[config.mk]
export PLATFORM = sky130hd
export DESIGN_NAME = ibr128_msg_sequencer
export DESIGN_NICKNAME = d
export VERILOG_FILES = /design/src/rtl/ibr128_pkg.sv /design/src/rtl/ibr128_block_unpacker.sv /design/src/rtl/ibr128_msg_sequencer.sv
export SDC_FILE = /design/constraint.sdc
export NUM_CORES = 1
export LEC_CHECK = 0
export ABC_CLOCK_PERIOD_IN_PS = 3130
export CORE_AREA = 2 2 327 329
export CTS_BUF_LIST = sky130_fd_sc_hd__clkbuf_8
export CTS_CLUSTER_SIZE = 25
export DETAILED_ROUTE_END_ITERATION = 8
export DIE_AREA = 0 0 329 331
export HOLD_SLACK_MARGIN = 0.02
export PLACE_DENSITY = 0.49
export SKIP_LAST_GASP = 1
export SLEW_MARGIN = 20
export SYNTH_ARGS = -nofsm -noshare
export SYNTH_HDL_FRONTEND = slang
export SYNTH_SLANG_ARGS = --single-unit
[constraint.sdc]
create_clock -name Clk -period 3.13 [get_ports Clk]
set_clock_uncertainty 0.05 [all_clocks]
set_input_delay 0.626 -clock Clk [delete_from_list [all_inputs] [get_ports Clk]]
set_output_delay 0.626 -clock Clk [all_outputs]
set_load 0.1 [all_outputs]
[src/rtl/ibr128_pkg.sv]
// Shared types and constants for the IBR128 message sequencer and its core.
package ibr128_pkg;

  typedef enum logic [1:0] {
    IDLE  = 2'd0,
    LOAD  = 2'd1,
    RUN   = 2'd2,
    DRAIN = 2'd3
  } seq_state_t;

  localparam int unsigned WORDS_PER_BLK = 4;

  typedef enum logic [1:0] {
    SOM_ECB = 2'd0,
    SOM_CBC = 2'd1,
    SOM_CFB = 2'd2,
    SOM_OFB = 2'd3
  } som_t;

endpackage

[src/rtl/ibr128_block_unpacker.sv]
// Holds one 128-bit cipher block and serializes it MSW-first as four 32-bit words.
module ibr128_block_unpacker
  import ibr128_pkg::*;
(
  input  logic         clk,
  input  logic         rst,
  input  logic         load,
  input  logic [127:0] blk,
  input  logic         blk_last,
  input  logic         m_ready,
  output logic [31:0]  m_data,
  output logic         m_valid,
  output logic         m_last,
  output logic         done
);

  logic [127:0] hold;
  logic [1:0]   cnt;
  logic         last_q;
  logic         final_word;

  assign final_word = (cnt == 2'(WORDS_PER_BLK - 1));

  always_ff @(posedge clk) begin
    if (rst) begin
      hold    <= '0;
      cnt     <= '0;
      m_valid <= 1'b0;
      last_q  <= 1'b0;
    end else if (load) begin
      hold    <= blk;
      cnt     <= '0;
      m_valid <= 1'b1;
      last_q  <= blk_last;
    end else if (m_valid && m_ready) begin
      // Shift so the next word is always on the top lane; m_data needs no mux.
      hold <= {hold[95:0], 32'h0};
      cnt  <= cnt + 2'd1;
      if (final_word) m_valid <= 1'b0;
    end
  end

  assign m_data = hold[127:96];
  assign m_last = m_valid && last_q && final_word;
  assign done   = m_valid && m_ready && final_word;

endmodule

[src/rtl/ibr128_msg_sequencer.sv]
// Packs a 32-bit word stream into 128-bit blocks, runs each through IBR128_core, and streams results back out.
module ibr128_msg_sequencer
  import ibr128_pkg::*;
#(
  parameter int unsigned TIMEOUT_CYC = 1024
) (
  input  logic         Clk,
  input  logic         Rst,
  input  logic [31:0]  s_data,
  input  logic         s_valid,
  output logic         s_ready,
  input  logic         s_last,
  input  logic         cfg_encrypt,
  input  logic         cfg_sa,
  input  logic [1:0]   cfg_som,
  input  logic [127:0] cfg_iv,
  input  logic [63:0]  cfg_key0,
  input  logic [63:0]  cfg_key1,
  output logic         core_enable,
  output logic [127:0] core_plaintext,
  output logic         core_fb,
  output logic         core_encrypt,
  output logic         core_sa,
  output logic [1:0]   core_som,
  output logic [127:0] core_iv,
  output logic [63:0]  core_key0,
  output logic [63:0]  core_key1,
  input  logic [127:0] core_cipher,
  input  logic         core_ready,
  output logic [31:0]  m_data,
  output logic         m_valid,
  input  logic         m_ready,
  output logic         m_last,
  output logic         err_timeout
);

  seq_state_t   state_q, state_d;
  logic         live;
  logic [1:0]   idx;
  logic         fb_flag;
  logic         last_blk;
  logic [31:0]  run_cnt;
  logic [127:0] plaintext;
  logic [127:0] blk_d;
  logic         accept, capture, tmo, drain_done, unpack_done;

  assign s_ready        = live && (state_q == IDLE || state_q == LOAD);
  assign core_enable    = (state_q == RUN);
  assign core_fb        = fb_flag;
  assign core_plaintext = plaintext;
  assign accept         = s_ready && s_valid;

  always_comb begin
    state_d    = state_q;
    capture    = 1'b0;
    tmo        = 1'b0;
    drain_done = 1'b0;
    case (state_q)
      // A one-word message goes straight to RUN instead of stalling in LOAD.
      IDLE:  if (accept) state_d = s_last ? RUN : LOAD;
      LOAD:  if (accept && (s_last || idx == 2'(WORDS_PER_BLK - 1))) state_d = RUN;
      RUN: begin
        // First RUN cycle ignores core_ready: it may still be high from the last block.
        if (run_cnt != '0 && core_ready) begin
          capture = 1'b1;
          state_d = DRAIN;
        end else if (run_cnt == 32'(TIMEOUT_CYC - 1)) begin
          tmo     = 1'b1;
          state_d = IDLE;
        end
      end
      DRAIN: begin
        drain_done = unpack_done;
        if (unpack_done) state_d = last_blk ? IDLE : LOAD;
      end
      default: state_d = IDLE;
    endcase
  end

  always_comb begin
    blk_d = (state_q == IDLE) ? '0 : plaintext;
    case (idx)
      2'd0:    blk_d[127:96] = s_data;
      2'd1:    blk_d[95:64]  = s_data;
      2'd2:    blk_d[63:32]  = s_data;
      default: blk_d[31:0]   = s_data;
    endcase
  end

  always_ff @(posedge Clk) begin
    if (Rst) state_q <= IDLE;
    else     state_q <= state_d;
  end

  always_ff @(posedge Clk) begin
    if (Rst) begin
      live         <= 1'b0;
      idx          <= '0;
      fb_flag      <= 1'b0;
      last_blk     <= 1'b0;
      run_cnt      <= '0;
      plaintext    <= '0;
      err_timeout  <= 1'b0;
      core_encrypt <= 1'b0;
      core_sa      <= 1'b0;
      core_som     <= '0;
      core_iv      <= '0;
      core_key0    <= '0;
      core_key1    <= '0;
    end else begin
      live <= 1'b1;
      if (state_q == RUN) run_cnt <= run_cnt + 32'd1;
      if (accept) begin
        plaintext <= blk_d;
        idx       <= idx + 2'd1;
        if (state_q == IDLE) begin
          fb_flag      <= 1'b1;
          core_encrypt <= cfg_encrypt;
          core_sa      <= cfg_sa;
          core_som     <= cfg_som;
          core_iv      <= cfg_iv;
          core_key0    <= cfg_key0;
          core_key1    <= cfg_key1;
        end
        if (state_d == RUN) begin
          idx      <= '0;
          last_blk <= s_last;
          run_cnt  <= '0;
        end
      end
      if (capture) fb_flag <= 1'b0;
      if (tmo) begin
        err_timeout <= 1'b1;
        fb_flag     <= 1'b0;
        last_blk    <= 1'b0;
        plaintext   <= '0;
      end
      // Clearing here gives zero padding for a short final block.
      if (drain_done && !last_blk) plaintext <= '0;
    end
  end

  ibr128_block_unpacker u_unpacker (
    .clk      (Clk),
    .rst      (Rst),
    .load     (capture),
    .blk      (core_cipher),
    .blk_last (last_blk),
    .m_ready  (m_ready),
    .m_data   (m_data),
    .m_valid  (m_valid),
    .m_last   (m_last),
    .done     (unpack_done)
  );

endmodule

======== Yosys cells after proc, flatten, opt, wreduce, memory -nomap -nowiden ========
Index checks and enable logic that the tools add are counted.
cells by class
  $add $sub $neg .......................... 3
  multipliers ............................. 0
  divide/modulo/power cells ............... 0
  magnitude comparators ................... 0
  eq/ne operators ......................... 10
  shifts and indexed selects .............. 0
  multiplexer cells ....................... 29
  bitwise logic cells ..................... 0
  reduce and logical (&&, ||, !) cells .... 32
operators by type and width
  operator               number
  $mux 128               3
  $mux 32                7
  $add 32x1->32 const B  1
  $eq 32x10->1 const B   1
  $reduce_bool 32->1     1
  $mux 2                 7
  $reduce_and 2->1       7
  $eq 2x2->1 const B     6
  $mux 1                 11
  $reduce_bool 2->1      5
  $logic_and 1x1->1      9
  $reduce_or 3->1        3
  $pmux 2 s4             1
  $add 2x1->2 const B    2
  $eq 2x1->1 const B     2
  $logic_not 2->1        2
  $reduce_or 2->1        2
  $logic_or 1x1->1       2
  $ne 2x1->1 const B     1
  $logic_not 1->1        1
storage, ports and cells
  register bits ........................... 560
  bits in latches ......................... 0
  memory bits (writable) .................. 0
  memory bits (read-only) ................. 0
  input bits .............................. 426
  output and inout bits ................... 426
  logic and storage cells ................. 95
  memories kept ........................... 0

======== Longest topological paths before layout ========
  word-level depth ........................ 10
  mapped depth ............................ 8
  mapped depth without buffers ............ 7

======== Hierarchy ========
A second synthesis with hierarchy kept.
unflattened totals
  cells, all modules ...................... 2522
  area total of the unflattened synthesis .. 21429.3 um^2
by module, submodules not included
  module                 times used  cells each  area an instance (um^2)
  ibr128_msg_sequencer   1           1784        15122.0
  ibr128_block_unpacker  1           738         6307.3

======== Worst setup path after synthesis ========
Ideal clock, no wire load.
  kind .................................... flip-flop to output port
  from .................................... register u_unpacker.m_valid
  to ...................................... output port m_last
  arrival ................................. 1.893 ns
  data required time ...................... 2.454 ns
  setup slack ............................. 0.561 ns
  stages on the path, launching flop included .. 2
  cells stage by stage .................... dfxtp_1 -> and3_1
between the ends
  longest elaborated chain between the ends .. 2
ends and longest elaborated chain
  item                            RTL line                     RTL
  start: declaration              ibr128_block_unpacker.sv:12  output logic m_valid,
  start signal: assignment        ibr128_block_unpacker.sv:28  m_valid <= 1'b0;
  start signal: assignment        ibr128_block_unpacker.sv:33  m_valid <= 1'b1;
  start signal: assignment        ibr128_block_unpacker.sv:39  if (final_word) m_valid <= 1'b0;
  $logic_and 1x1->1 (2 in a row)  ibr128_block_unpacker.sv:44  assign m_last = m_valid && last_q && final_word;
  end: declaration                ibr128_msg_sequencer.sv:33   output logic m_last,
No other way between the ends.

======== Worst setup path after layout ========
  from .................................... register run_cnt[17]
  to ...................................... register u_unpacker.hold[42]
between the ends
  longest elaborated chain between the ends .. 5
  elaborated cells between the ends (all ways) .. 6
  classes of those cells .................. mux: 3; reduce/logical: 3
ends and longest elaborated chain
  item                                                  RTL line                     RTL
  start: declaration                                    ibr128_msg_sequencer.sv:42   logic [31:0] run_cnt;
  start signal: assignment                              ibr128_msg_sequencer.sv:112  if (state_q == RUN) run_cnt <= run_cnt + 32'd1;
  $reduce_bool 32->1 (*)                                ibr128_msg_sequencer.sv:64   if (run_cnt != '0 && core_ready) begin
  $logic_and 1x1->1 (*)                                 ibr128_msg_sequencer.sv:64
  $mux 1 (*)                                            ibr128_msg_sequencer.sv:64
  $mux 1 (*)                                            ibr128_msg_sequencer.sv:58   case (state_q)
  $mux 128 / $reduce_bool 2->1 (equally long branches)  -
  end signal: assignment                                ibr128_block_unpacker.sv:31  hold <= blk;
  end signal: assignment                                ibr128_block_unpacker.sv:37  hold <= {hold[95:0], 32'h0};
  end: declaration                                      ibr128_block_unpacker.sv:17  logic [127:0] hold;
Every way passes the cells marked *; elsewhere a longest branch is shown, timed or not.
A chain may end at the register's enable or synchronous reset.

==> results.tsv <==
metric	value	unit
status	finished, final reports clean	
slew_headroom	44.8	%
port_buffers	851	
syn_area	20700	um^2
cp_cell_sequence	nor4_1, nand4_1, nor2_1, a41o_4, buf_12, nor2_1, a311oi_1	
fillers	11300	
pre_cts_ws	278	ps
routed_via_density	4.27	
max_stage_delay	550	ps
cp_max_fo	42	
ctsHtreeMaxLevel	3	
synthArstFlopShare	0	%
place_hpwl	63.9	mm
synth_top_area_share	54.1	%
nets	3722	
start_kind	flop	
grt_use_total	15.3	%
crit_path_frequent_cell	nor2_1	
syn2layout_area_growth	52.0	%
vias	20300	
cts_tree	built	
seqCellArea	11200	um^2
antenna_found_initial	10	
placed_cells	4575	
cts_sinks	560	
cpLargestDelayFamily	simple AND/OR/NAND/NOR gates	
cts.clk_slew.worst_paths	60	ps
seq_area_frac_synth	54.1	%
clk_latency	730	ps
clock.fmax	379	MHz
power.leakage	0.0121	uW
drc	0	
ctsHoldBuffers	0	
fp.dieW	329	um
drive_gt1_share	18.9	%
rows	119	
wl_per_cell	18.7	um
synth_edf_count	0	
clk_path_buf_depth	3	
multi_input_area	8340	um^2
synthMostInstantiatedCell	nand2_1	
grt.overflow.total	0	
arrival	3220	ps
grt_max_degree	147	
post_cts_buffers	0	
hold_viol_final	0	
synth_area_leaders	dfxtp_1 (54%), nand2_1 (14%), a21oi_1 (7.3%)	
first_pass_iters	5	
final_cells	4761	
synth_cell_types	40	
crit_type	reg -> reg	
crit_path_end_kind	flop	
ir_drop	0.000330	V
final_util	30.0	%
drv_slew	0	
die-area	109000	um^2
initial_core_util	19.7	%
setup_slack	489	ps
maxCapViolations	0	
hp-class	in -> reg	
yosysWarnings	0	
synth_top_area_cell	dfxtp_1	
cts_root_buffer	clkbuf_8	
drt-total-wl	88.9	mm
setup_viol	0	
cpMaxStageDelayCell	a41o_4	
grt_pass1_vias	19200	
power-per-cell-area	566	nW/um^2
period_minus_slack	2640	ps
tns	0	ps
rsz0062_at_grt	no	
syn_area_per_cell	8.23	um^2
ios	852	
drt_iter0_markers	1174	
cts_made_buffers	103	
core_area	105000	um^2
period_share	84.4	%
synthCells	2517	
grt_pass1_wl	127	mm
crit_buf_inv	1	
syn_nets	2950	
ctsResizeCount	0	
worst_slew_pin_slew	828	ps
worst_ep_required_time	3710	ps
yosys-top-cells-count	nand2_1 (764), dfxtp_1 (560), a21oi_1 (304), nor2_1 (269), a22oi_1 (128)	
die_y	331	um
synth_flop_cell	dfxtp_1	
yosys_register_bits	560	
gp_congestion	0.801	
drtAntennaViolNets	0	
==> final timing paths <==
kind,startpoint,to,slack (ps),cells past startpoint
hold reg to reg,core_iv[8],core_iv[8],400,2
setup / recovery,run_cnt[17],u_unpacker.hold[42],490,7
hold / removal,Rst,core_iv[84],190,2
setup reg to reg,run_cnt[17],u_unpacker.hold[42],490,7
==> layer usage <==
metal	GRT usage (%)	vias to the layer above	wire length [um]
li1	-	9994	-
met1	18.5	9514	36400
met2	25.3	673	43200
met3	4.95	148	6690
met4	5.36	12	2620
met5	0	-	81
==> stage by stage <==
| stage | hold slack, ps | total power [uW] | area, um^2 |
|---|---|---|---|
| 6_report | 193 | 17800 | 31500 |
| 5_1_grt | 131 | 18600 | 31500 |
| 4_1_cts | 116 | 18200 | 31500 |
| 3_5_place_dp | 397 | 10900 | 29400 |
| 3_3_place_gp | 392 | 10900 | 29400 |
| 2_1_floorplan | 382 | 9670 | 20700 |
==> kinds of logic (layout without fill, tap and decap cells) <==
logic type | after synthesis | in the layout | share of synthesized area, %
flip-flops | 560 | 560 | 54.1
AO/OA/AOI/OAI | 541 | 541 | 16.5
other | 0 | 5 | 0
multiplexers | 2 | 2 | 0.0966
adder cells (fa/ha/maj) | 7 | 7 | 0.423
buffers and inverters | 244 | 1092 | 6.02
XOR/XNOR | 28 | 28 | 1.18
AND/OR/NAND/NOR | 1135 | 1135 | 21.7
==> registers in the layout (all words and copies together) (netlist names), 32 cells and up <==
| name | count |
|---|---|
| core_plaintext | 128 |
| u_unpacker.hold | 128 |
| core_key1 | 64 |
| core_iv | 128 |
| run_cnt | 32 |
| core_key0 | 64 |
==> layout by cell type (no fill, tap or decap), types with 17 or more instances in the layout <==
| cell | instances |
|---|---|
| nand2_1 | 763 |
| dfxtp_1 | 560 |
| buf_4 | 456 |
| clkdlybuf4s50_1 | 424 |
| a21oi_1 | 304 |
| nor2_1 | 264 |
| a22oi_1 | 128 |
| clkbuf_8 | 124 |
| a311oi_1 | 96 |
| inv_1 | 47 |
| nand3_1 | 45 |
| buf_12 | 22 |
| xor2_1 | 17 |
==> layout make-up <==
cell class	instances	area share, %
repair buffers	903	25.8
flip-flops and latches	560	35.6
well taps	1391	5.53
multi-input cells	1713	26.5
diodes	5	0.0397
clock buffers	124	5.42
inverters	8	0.0953
clock inverters	57	1.08
==> where the power goes <==
group / switching [uW] / total (uW) / internal [uW]
Clock: 3300 / 7120 / 3820
Combinational: 2290 / 3250 / 951
Sequential: 124 / 7470 / 7350
(Power assumes the default switching activity.)
